==> config.mk <==
export PLATFORM = sky130hd
export DESIGN_NAME = ntt_bfly_scheduler
export DESIGN_NICKNAME = d
export VERILOG_FILES = /design/src/rtl/ntt_bfly_scheduler.sv
export SDC_FILE = /design/constraint.sdc
export NUM_CORES = 1
export LEC_CHECK = 0
export BUFFER_PORTS_ARGS = -buffer_cell sky130_fd_sc_hd__buf_2
export CAP_MARGIN = 20
export CORE_MARGIN = 8
export CORE_UTILIZATION = 40
export DETAILED_ROUTE_END_ITERATION = 10
export GPL_ROUTABILITY_DRIVEN = 0
export GPL_TIMING_DRIVEN = 0
export SLEW_MARGIN = 25
export SYNTH_ARGS = -nofsm -noshare
export SYNTH_HDL_FRONTEND = slang
export SYNTH_SLANG_ARGS = --single-unit
==> constraint.sdc <==
create_clock -name clk -period 5.3 [get_ports clk]
set_input_delay 0.53 -clock clk [delete_from_list [all_inputs] [get_ports clk]]
set_output_delay 0.53 -clock clk [all_outputs]
set_load 0.01 [all_outputs]
==> src/rtl/ntt_bfly_scheduler.sv <==
`default_nettype none
// ============================================================================
//  Module      : ntt_bfly_scheduler
//  Description : Address/twiddle sequencer for an iterative radix-2
//                Cooley-Tukey NTT. Walks all LOGN stages and issues one
//                butterfly descriptor (addr_a, addr_b, tw_idx, stage) per
//                accepted valid/ready transfer.
//  Options     : NTT_SCHED_STAGE_GAP_EN -- inserts GAP idle cycles
//                (valid=0, busy=1) between stages so the butterfly pipeline
//                can drain before the next stage reads its results.
//  Revision    : 1.0 - initial release
// ============================================================================
module ntt_bfly_scheduler #(
  parameter int LOGN = 3,
  parameter int GAP  = 2
) (
  input  logic                      clk,
  input  logic                      rst,
  input  logic                      start,
  input  logic                      ready,
  output logic                      valid,
  output logic [LOGN-1:0]           addr_a,
  output logic [LOGN-1:0]           addr_b,
  output logic [LOGN-2:0]           tw_idx,
  output logic [$clog2(LOGN)-1:0]   stage,
  output logic                      busy,
  output logic                      done
);

  localparam int SW = $clog2(LOGN);
  localparam logic [SW-1:0]   S_LAST = SW'(LOGN - 1);
  localparam logic [LOGN-2:0] K_LAST = '1;

  // Elaboration-time guard against illegal parameter combinations
  if (LOGN < 2 || LOGN > 12 || GAP < 0 || GAP > 15) begin : g_param_check
    $error("ntt_bfly_scheduler: LOGN must be 2..12 and GAP 0..15");
  end

  typedef enum logic [1:0] {
    ST_IDLE = 2'd0,
    ST_RUN  = 2'd1,
    ST_GAP  = 2'd2,
    ST_DONE = 2'd3
  } state_e;

  state_e            state_q, state_d;
  logic [SW-1:0]     s_q, s_d;
  logic [LOGN-2:0]   k_q, k_d;
  logic              valid_q, valid_d;
  logic              busy_q, busy_d;
  logic              done_q, done_d;
  logic [LOGN-1:0]   addr_a_q, addr_a_d;
  logic [LOGN-1:0]   addr_b_q, addr_b_d;
  logic [LOGN-2:0]   tw_q, tw_d;
  logic [SW-1:0]     stage_q, stage_d;

  // Descriptor arithmetic helpers
  logic [LOGN-2:0]   pos_mask;
  logic [LOGN-2:0]   pos;
  logic [LOGN-2:0]   grp;
  logic [LOGN-1:0]   half;
  logic [LOGN-1:0]   base;
  logic [SW-1:0]     tw_shift;

`ifdef NTT_SCHED_STAGE_GAP_EN
  localparam logic [3:0] GAP_LOAD = (GAP > 0) ? 4'(GAP - 1) : 4'd0;
  logic [3:0] gap_q, gap_d;
`endif

  // Next-state logic: control state, stage and butterfly counters
  always_comb begin
    state_d = state_q;
    s_d     = s_q;
    k_d     = k_q;
    valid_d = valid_q;
    busy_d  = busy_q;
    done_d  = 1'b0;
`ifdef NTT_SCHED_STAGE_GAP_EN
    gap_d   = gap_q;
`endif
    case (state_q)
      ST_IDLE: begin
        if (start) begin
          state_d = ST_RUN;
          s_d     = '0;
          k_d     = '0;
          valid_d = 1'b1;
          busy_d  = 1'b1;
        end
      end
      ST_RUN: begin
        // valid is always high in RUN, so ready alone marks a transfer
        if (ready) begin
          if (k_q == K_LAST) begin
            k_d = '0;
            if (s_q == S_LAST) begin
              state_d = ST_DONE;
              valid_d = 1'b0;
              busy_d  = 1'b0;
              done_d  = 1'b1;
            end else begin
              s_d = s_q + SW'(1);
`ifdef NTT_SCHED_STAGE_GAP_EN
              if (GAP > 0) begin
                state_d = ST_GAP;
                valid_d = 1'b0;
                gap_d   = GAP_LOAD;
              end
`endif
            end
          end else begin
            k_d = k_q + (LOGN-1)'(1);
          end
        end
      end
`ifdef NTT_SCHED_STAGE_GAP_EN
      ST_GAP: begin
        if (gap_q == 4'd0) begin
          state_d = ST_RUN;
          valid_d = 1'b1;
        end else begin
          gap_d = gap_q - 4'd1;
        end
      end
`endif
      ST_DONE: begin
        state_d = ST_IDLE;
      end
      default: begin
        state_d = ST_IDLE;
        valid_d = 1'b0;
        busy_d  = 1'b0;
      end
    endcase
  end

  // Descriptor for the upcoming (s, k); zeroed whenever nothing is offered
  always_comb begin
    pos_mask = ~({(LOGN-1){1'b1}} << s_d);
    pos      = k_d & pos_mask;
    grp      = k_d >> s_d;
    half     = {{(LOGN-1){1'b0}}, 1'b1} << s_d;
    base     = {grp, 1'b0} << s_d;
    tw_shift = S_LAST - s_d;
    addr_a_d = '0;
    addr_b_d = '0;
    tw_d     = '0;
    stage_d  = '0;
    if (valid_d) begin
      addr_a_d = base + {1'b0, pos};
      addr_b_d = base + {1'b0, pos} + half;
      tw_d     = pos << tw_shift;
      stage_d  = s_d;
    end
  end

  // State and registered outputs; reset wins over every other input
  always_ff @(posedge clk) begin
    if (rst) begin
      state_q  <= ST_IDLE;
      s_q      <= '0;
      k_q      <= '0;
      valid_q  <= 1'b0;
      busy_q   <= 1'b0;
      done_q   <= 1'b0;
      addr_a_q <= '0;
      addr_b_q <= '0;
      tw_q     <= '0;
      stage_q  <= '0;
`ifdef NTT_SCHED_STAGE_GAP_EN
      gap_q    <= 4'd0;
`endif
    end else begin
      state_q  <= state_d;
      s_q      <= s_d;
      k_q      <= k_d;
      valid_q  <= valid_d;
      busy_q   <= busy_d;
      done_q   <= done_d;
      addr_a_q <= addr_a_d;
      addr_b_q <= addr_b_d;
      tw_q     <= tw_d;
      stage_q  <= stage_d;
`ifdef NTT_SCHED_STAGE_GAP_EN
      gap_q    <= gap_d;
`endif
    end
  end

  assign valid  = valid_q;
  assign busy   = busy_q;
  assign done   = done_q;
  assign addr_a = addr_a_q;
  assign addr_b = addr_b_q;
  assign tw_idx = tw_q;
  assign stage  = stage_q;

endmodule
`default_nettype wire
==> flow_summary.yaml, run 1 <==
global_routing:
  grt_start_max_net_pins: 11
  grt_pass1_wl_mm: 2.75
  grt_overflow: 0
  antenna_found_initial: 0
  grt_pass1_vias: 616
  grt_util_all_layers_pct: 8.40
power_and_ir_drop:
  p_total_mw: 0.243
  max-vdd-ir-drop_mv: 0.161
  powerDensity_nw_per_um2: 240
  power.leakage_nw: 0.489
clock_network:
  cts_resized: 0
  clk_latency_ns: 0.30
  numCtsBuffers: 3
  clock-sinks: 19
  cts_tree: "built"
  cts_hold_buf: 0
  postCtsSetupBuffers: 0
  clockBufferDepth: 2
  path_clk_slew_ns: 0.11
  htreeDepth: 1
  cts-root-buf: "clkbuf_4"
floorplan:
  coreArea_um2: 2150
  initial_utilization_pct: 40.8
  io_pins: 17
  die_area_um2: 3950
  row_count: 17
  fp.dieH_um: 62.8
  die-width_um: 62.8
drt:
  drt_iter0_drc: 17
  drc: 0
  dr.pass1.iters: 4
  ant_nets: 0
  wire_per_inst_um: 11.6
  vias_per_cell: 4.62
  vias: 633
  wl_mm: 1.59
min_path:
  min_from: "busy"
  hp-class: "flip-flop to flip-flop"
yosys:
  synth.ff_latch_count: 19
  avgSynthCellArea_um2: 9.75
  yosysWarnings: 0
  synth.area.top_cells: "dfxtp_1 43%, ha_1 8.6%, nor2_1 5.1%, nand2_1 3.9%, nand2b_1 2.9%"
  ys_types: 32
  ys_seq_area_share_pct: 43.4
  postSynthCellCount: 90
  netlist.area_leader.share_pct: 43.4
  yosysTopAreaCell: "dfxtp_1"
  syn-num-nets: 100
  mappedNetlistArea_um2: 877
worst_setup_path:
  crit_start: "s_q[0]"
  slowest_stage: "dfxtp_1"
  crit_chain: "inv_1, ha_1, and4b_1, o21ai_2, and2_1, buf_6, ha_1, nor3_2, and3_1"
  crit_type: "flip-flop to flip-flop"
  endpoint_kind: "flip-flop"
  crit_buf_inv: 2
  path_delay_family: "simple AND/OR/NAND/NOR gates"
  slowest_delay_ns: 0.39
  start_kind: "flip-flop"
  cp.arrival_ns: 2.15
  required_ns: 5.54
  path_max_fanout: 8
  cpMostUsedCell: "ha_1"
  r2r-start: "s_q[0]"
finish:
  layout.cells.non_filler: 137
  drive_gt1_share_pct: 25.7
  diodes: 0
  areaGrowthSynthToFinish_pct: 15.5
  nets: 120
  postLayoutCellArea_um2: 1010
  final_util_pct: 47.2
timing:
  tns_ns: 0
  final.setup_skew_ns: 0.0127
  report.final.slew_viol_count: 0
  slew_headroom_pct: 73.5
  rsz0062_at_grt: "false"
  min_period_ns: 1.91
  finalCritPeriodShare_pct: 36.1
  fin_ws_ns: 3.39
  whs_ns: 0.511
  finalHoldViolCount: 0
  setup_viol: 0
  fmax_ghz: 0.523
  worst_pin_slew_ns: 0.398
placed_design:
  post-place-cells: 133
  dp_slack_ns: 3.36
  portBuffers: 15
  hpwl_mm: 1.21
  place_area_um2: 987
run:
  max_cap_violations: 0
status:
  status: "finished, final reports clean"
## synthesized netlist by cell type (all sizes together)
library cell and instances:
a21o 1, and3b 1, nor4b 1, a21oi 3, nand3 1, nand2 9, o21bai 1, nor2 12
and3 1, mux2i 2, nor3b 1, a211oi 1, buf 3, and4b 1, a21boi 1, nand2b 4
a22oi 2, nor3 1, and2b 1, nand4 1, a31oi 1, or2b 1, and2 3, inv 5
ha 6, dfxtp 19, o311ai 1, nor2b 3, o21ai 3
## path summary, 6_finish.rpt
| check | to | slack [ns] | cells after the start |
|---|---|---|---|
| hold reg to reg | busy | 0.51 | 2 |
| setup / recovery | tw_idx[0] | 3.39 | 9 |
| hold / removal | busy | 0.51 | 2 |
| setup reg to reg | tw_idx[0] | 3.39 | 9 |
## metal layers
layer  vias to the layer above  global-route usage (%)  wire (um)
li1                        341                       -          -
met1                       275                    9.47        772
met2                        15                    13.6        705
met3                         2                    3.58         98
met4                         0                    3.42         14
met5                         -                       0          0
## power by group
group / internal [mW] / switching (mW)
registers: 0.146 / 0.00156
logic: 0.00939 / 0.0133
clock network: 0.0293 / 0.0433
## cells in the final DEF, fill, tap and decap left out, types with 2 or more instances in the layout
cell type / Yosys / final
dfxtp_1: 19 / 19
buf_2: 0 / 15
nor2_1: 12 / 12
nand2_1: 9 / 9
ha_1: 6 / 6
inv_1: 5 / 5
nand2b_1: 4 / 4
and2_1: 3 / 3
nor2b_1: 3 / 3
a21oi_1: 3 / 3
clkbuf_4: 0 / 3
buf_6: 2 / 2
mux2i_1: 2 / 2
o21ai_0: 2 / 2
## state kept, by name, summed over array words and instances, names as in the netlist
register	cells
state_q	2
valid	1
s_q	2
busy	1
done	1
tw_idx	2
k_q	2
stage	2
addr_b	3
addr_a	3
## cell type report
class / instances / area, um^2
clock buffers: 4 / 26.3
multi-input cells: 63 / 452
flip-flops and latches: 19 / 380
fillers: 215 / 1130
plain buffers: 3 / 26.3
inverters: 5 / 18.8
repair buffers: 15 / 75.1
well taps: 28 / 35.0
## kinds of logic after synthesis
group / count (synthesis) / share of synthesized area [%]
simple gates: 41 / 25.3
flops: 19 / 43.4
buf+inv: 8 / 5.14
fa+ha+maj: 6 / 8.56
compound gates: 14 / 15.4
mux: 2 / 2.28
## worst register-to-register path, delay by kind of cell (launching register included)
| kind | cells | cell delay (ns) |
|---|---|---|
| AND/OR/NAND/NOR | 4 | 0.70 |
| adder cells (fa/ha/maj) | 2 | 0.47 |
| flip-flops | 1 | 0.39 |
| buffers and inverters | 2 | 0.23 |
| AO/OA/AOI/OAI | 1 | 0.06 |
No activity file was read; power rests on OpenSTA's default activity.
==> run 2, diff against run 1 <==
clock period = 1.7 ns   (was 5.3 ns; I/O delays follow)
==> run 2 against run 1 <==
  * The run now ends with negative setup slack left
  * Clock power grew to 3.1 times the previous value
  * Critical endpoint unchanged
  * Global-route usage increased by 1.1 points
  * Combinational power rose to 3.3 times the previous value
  * Largest cell class unchanged
  * Die area unchanged
  * Non-clock buffer count increased by 8
==> flow_summary.yaml, run 2 (same netlist as run 1, synthesis figures left out) <==
power_and_ir_drop:
  power.leakage_nw: 0.531
  p_int_mw: 0.578
  max-vdd-ir-drop_mv: 0.665
  comb_power_share_pct: 9.9
  powerDensity_nw_per_um2: 673
  seq_power_share_pct: 60.4
  switching_share_pct: 24.1
  power_frac_clock_pct: 29.7
  switching_power_mw: 0.183
floorplan:
  coreArea_um2: 2150
  die_area_um2: 3950
  fp.dieH_um: 62.8
  row_count: 17
  io_pins: 17
  die-width_um: 62.8
  initial_utilization_pct: 40.8
finish:
  postLayoutCellArea_um2: 1130
  drive_gt1_share_pct: 42.7
  diodes: 0
  areaGrowthSynthToFinish_pct: 29.0
  final_cell_mix: "15 x dfxtp_1, 15 x buf_2, 12 x nor2_1, 8 x nand2_1, 7 x buf_4"
  layout.cells.non_filler: 145
  nets: 128
  final_util_pct: 52.7
worst_setup_path:
  path_max_fanout: 6
  crit_start: "s_q[1]"
  endpoint_kind: "flip-flop"
  r2r-start: "s_q[1]"
  crit_type: "flip-flop to flip-flop"
  required_ns: 1.95
  start_kind: "flip-flop"
  cp.arrival_ns: 1.99
timing:
  min_period_ns: 1.73
  fin_ws_ns: -0.0344
  final.setup_skew_ns: 0.00752
  fmax_ghz: 0.577
  finalCritPeriodShare_pct: 102
  finalHoldViolCount: 0
  rsz0062_at_grt: "true"
  whs_ns: 0.195
  report.final.slew_viol_count: 0
  worst_pin_slew_ns: 0.388
  slew_headroom_pct: 74.1
  setup_viol: 2
clock_network:
  cts-root-buf: "clkbuf_4"
  htreeDepth: 1
  clockBufferDepth: 2
  path_clk_slew_ns: 0.11
  cts_tree: "built"
  clock-sinks: 19
  clk_latency_ns: 0.30
  numCtsBuffers: 3
global_routing:
  grt_pass1_vias: 698
  antenna_found_initial: 0
  grt_util_all_layers_pct: 9.50
  grt_overflow: 0
  grt_start_max_net_pins: 11
  grt_pass1_wl_mm: 3.11
drt:
  vias: 672
  dr.pass1.iters: 4
  wire_per_inst_um: 12.0
  drc: 0
  vias_per_cell: 4.63
  ant_nets: 0
  wl_mm: 1.75
  drt_iter0_drc: 8
placed_design:
  hpwl_mm: 1.21
  place_area_um2: 1000
  portBuffers: 15
  post-place-cells: 133
run:
  max_cap_violations: 0
min_path:
  min_from: "start"
  hp-class: "input port to flip-flop"
status:
  violations: "negative setup slack"
  status: "complete, but fails checks"
==> run 2: cell count changes in the layout (fill, tap and decap cells not counted), sizes merged <==
| cell | previous run | this run |
|---|---|---|
| buf | 18 | 26 |
==> run 2: path summary, 6_finish.rpt <==
path / end / slack (ns) / cells after the start
max: tw_idx[0] / -0.03 / 9
min: state_q[0] / 0.20 / 3
max reg2reg: tw_idx[0] / -0.03 / 9
min reg2reg: busy / 0.51 / 2
==> run 2: power groups by stage <==
stage / Clock (mW) / Sequential (mW) / Combinational (mW)
6_report: 0.226 / 0.460 / 0.0756
3_3_place_gp: 0 / 0.471 / 0.0712
2_1_floorplan: 0 / 0.474 / 0.0454
5_1_grt: 0.247 / 0.461 / 0.0832
4_1_cts: 0.231 / 0.460 / 0.0757
3_5_place_dp: 0 / 0.471 / 0.0715
==> run 2: repair_timing <==
| action | 4_1_cts | 5_1_grt |
|---|---|---|
| buffers inserted | 7 | 1 |
| setup endpoints to repair | 4 | 6 |
| hold buffers | 0 | 0 |
| pin swaps | 6 | 1 |
| resized for setup | 8 | 6 |
==> run 2: metal layers <==
| metal | global-route usage [%] | part of all wire (%) | vias to the layer above |
|---|---|---|---|
| li1 | - | - | 354 |
| met1 | 10.1 | 47 | 304 |
| met2 | 16.3 | 46 | 12 |
| met3 | 4.66 | 5.6 | 2 |
| met4 | 2.56 | 0.69 | 0 |
| met5 | 0 | 0 | - |
==> run 2: critical path: stages (launching register included) <==
cell     delay [ns]
dfxtp_2        0.37
inv_2          0.05
ha_4           0.24
and4b_1        0.19
o21ai_2        0.07
and2_1         0.15
buf_6          0.13
ha_4           0.16
nor3_4         0.13
and3_4         0.19
==> run 2: cell type report <==
type | count | area, um^2
Buffer | 3 | 26.3
Fill cell | 203 | 1020
Tap cell | 28 | 35.0
Sequential cell | 19 | 385
Timing Repair Buffer | 23 | 139
Inverter | 5 | 18.8
Multi-Input combinational cell | 63 | 500
Clock buffer | 4 | 26.3
==> run 2: per-stage QoR <==
step                TNS [ns]  power, mW  setup WS, ns
finish               -0.0348      0.761       -0.0344
floorplan                  0      0.520        0.0214
global placement      -0.271      0.542        -0.136
CTS                  -0.0533      0.767       -0.0347
global route          -0.558      0.791        -0.141
detailed placement    -0.348      0.542        -0.205
==> run 3, diff against run 2 <==
MAX_ROUTING_LAYER = met4   (was not set)
clock period = 2.07 ns   (was 1.7 ns; I/O delays follow)
==> run 3 against run 2 <==
  * The run now ends clean
  * Critical path type unchanged
  * Via count down 5.8%
  * Critical path depth unchanged
  * Register-to-register slack better by 0.19 ns
  * Maximum frequency down 9.3%
  * Combinational power down 23%
  * Cell count down 5.5%
==> flow_summary.yaml, run 3 (same netlist as run 1, synthesis figures left out) <==
timing:
  tns_ns: 0
  finalHoldViolCount: 0
  min_period_ns: 1.91
  report.final.slew_viol_count: 0
  finalCritPeriodShare_pct: 92.4
  whs_ns: 0.228
  setup_viol: 0
  rsz0062_at_grt: "false"
  slew_headroom_pct: 73.5
  final.setup_skew_ns: 0.0121
  worst_pin_slew_ns: 0.398
  fmax_ghz: 0.523
power_and_ir_drop:
  seq_power_share_pct: 60.8
  power.leakage_nw: 0.489
  p_int_mw: 0.473
  switching_share_pct: 23.9
  powerDensity_nw_per_um2: 614
  power_frac_clock_pct: 29.9
  switching_power_mw: 0.149
  comb_power_share_pct: 9.3
  max-vdd-ir-drop_mv: 0.412
clock_network:
  htreeDepth: 1
  cts_tree: "built"
  cts_hold_buf: 0
  cts-root-buf: "clkbuf_4"
  numCtsBuffers: 3
  clockBufferDepth: 2
  path_clk_slew_ns: 0.11
  clock-sinks: 19
  postCtsSetupBuffers: 0
  cts_resized: 0
  clk_latency_ns: 0.30
min_path:
  whs_path_depth: 3
  min_from: "start"
  hold_end: "state_q[0]"
  hp-class: "input port to flip-flop"
drt:
  vias: 633
  ant_nets: 0
  wl_mm: 1.59
  dr.pass1.iters: 4
  drt_iter0_drc: 17
  wire_per_inst_um: 11.6
  vias_per_cell: 4.62
  drc: 0
worst_setup_path:
  cpMostUsedCell: "ha_1"
  crit_chain: "inv_1, ha_1, and4b_1, o21ai_2, and2_1, buf_6, ha_1, nor3_2, and3_1"
  start_kind: "flip-flop"
  reg2reg_depth: 9
  crit_type: "flip-flop to flip-flop"
  crit_buf_inv: 2
  slowest_stage: "dfxtp_1"
  slowest_delay_ns: 0.39
  r2r-start: "s_q[0]"
  path_max_fanout: 8
  critical_path_cell_count: 9
  cp.arrival_ns: 2.15
  required_ns: 2.31
  rrSetupSlack_ns: 0.16
  path_delay_family: "simple AND/OR/NAND/NOR gates"
  endpoint_kind: "flip-flop"
  r2r_end: "tw_idx[0]"
global_routing:
  grt_util_all_layers_pct: 8.63
  grt_overflow: 0
  grt_pass1_vias: 616
  grt_pass1_wl_mm: 2.74
  grt_start_max_net_pins: 11
  antenna_found_initial: 0
finish:
  drive_gt1_share_pct: 25.7
  areaGrowthSynthToFinish_pct: 15.5
  regArea_um2: 380
  layout.cells.non_filler: 137
  fillers: 215
  final_common_cell: "dfxtp_1"
  multi_input_area_um2: 452
  final_cell_mix: "19 x dfxtp_1, 15 x buf_2, 12 x nor2_1, 9 x nand2_1, 6 x ha_1"
  diodes: 0
  nets: 120
floorplan:
  row_count: 17
  initial_utilization_pct: 40.8
  coreArea_um2: 2150
  die_area_um2: 3950
  io_pins: 17
  die-width_um: 62.8
  fp.dieH_um: 62.8
placed_design:
  hpwl_mm: 1.21
  portBuffers: 15
  post-place-cells: 133
run:
  max_cap_violations: 0
status:
  status: "finished, final reports clean"
run 3: cell count changes in the layout (fill, tap and decap cells not counted), moves of 2 or more:
cell     change
buf_4        -7
dfxtp_1      +4
dfxtp_2      -4
ha_1         +3
inv_1        +3
inv_2        -3
ha_4         -2
run 3: how the worst max path moves through the flow:
stage	startpoint	endpoint	slack, ns
2_1_floorplan	s_q[0]	tw_idx[0]	0.29
3_3_place_gp	s_q[0]	tw_idx[0]	0.19
3_5_place_dp	s_q[0]	tw_idx[0]	0.18
4_1_cts	s_q[0]	tw_idx[0]	0.13
5_1_grt	k_q[0]	addr_b[1]	0.09
6_report	s_q[0]	tw_idx[0]	0.16
run 3: stage by stage:
step	worst slack, ns	power (mW)	instance area (um^2)	utilization [%]
global route	0.0858	0.651	1010	47.2
detailed placement	0.175	0.445	987	46.0
finish	0.158	0.622	1010	47.2
CTS	0.129	0.632	1010	47.2
floorplan	0.288	0.427	877	-
global placement	0.189	0.445	987	46.0
run 3: cell type report:
class,count,area share [%]
Multi-Input combinational cell,63,44.6
Sequential cell,19,37.5
Timing Repair Buffer,15,7.41
Tap cell,28,3.46
Clock buffer,4,2.59
Buffer,3,2.59
Inverter,5,1.85
run 3: tightest hold or removal path, cell delays in order:
cell and delay, ns:
buf_2 0.11, o21bai_4 0.09, nor2_1 0.08
run 3: routing by layer:
metal  wire [um]  part of all wire [%]  track usage (%)  up-vias
met3          76                   4.8             3.05        2
li1            -                     -                -      341
met5           0                     0                -        -
met2         705                    44             13.6       15
met4          14                  0.88             3.42        0
met1         794                    50             9.77      275
run 3: power groups by stage:
| stage | combinational (mW) | clock [mW] | sequential [mW] |
|---|---|---|---|
| floorplan | 0.0373 | 0 | 0.390 |
| global placement | 0.0581 | 0 | 0.387 |
| detailed placement | 0.0584 | 0 | 0.387 |
| CTS | 0.0586 | 0.195 | 0.379 |
| global route | 0.0642 | 0.207 | 0.380 |
| finish | 0.0580 | 0.186 | 0.378 |
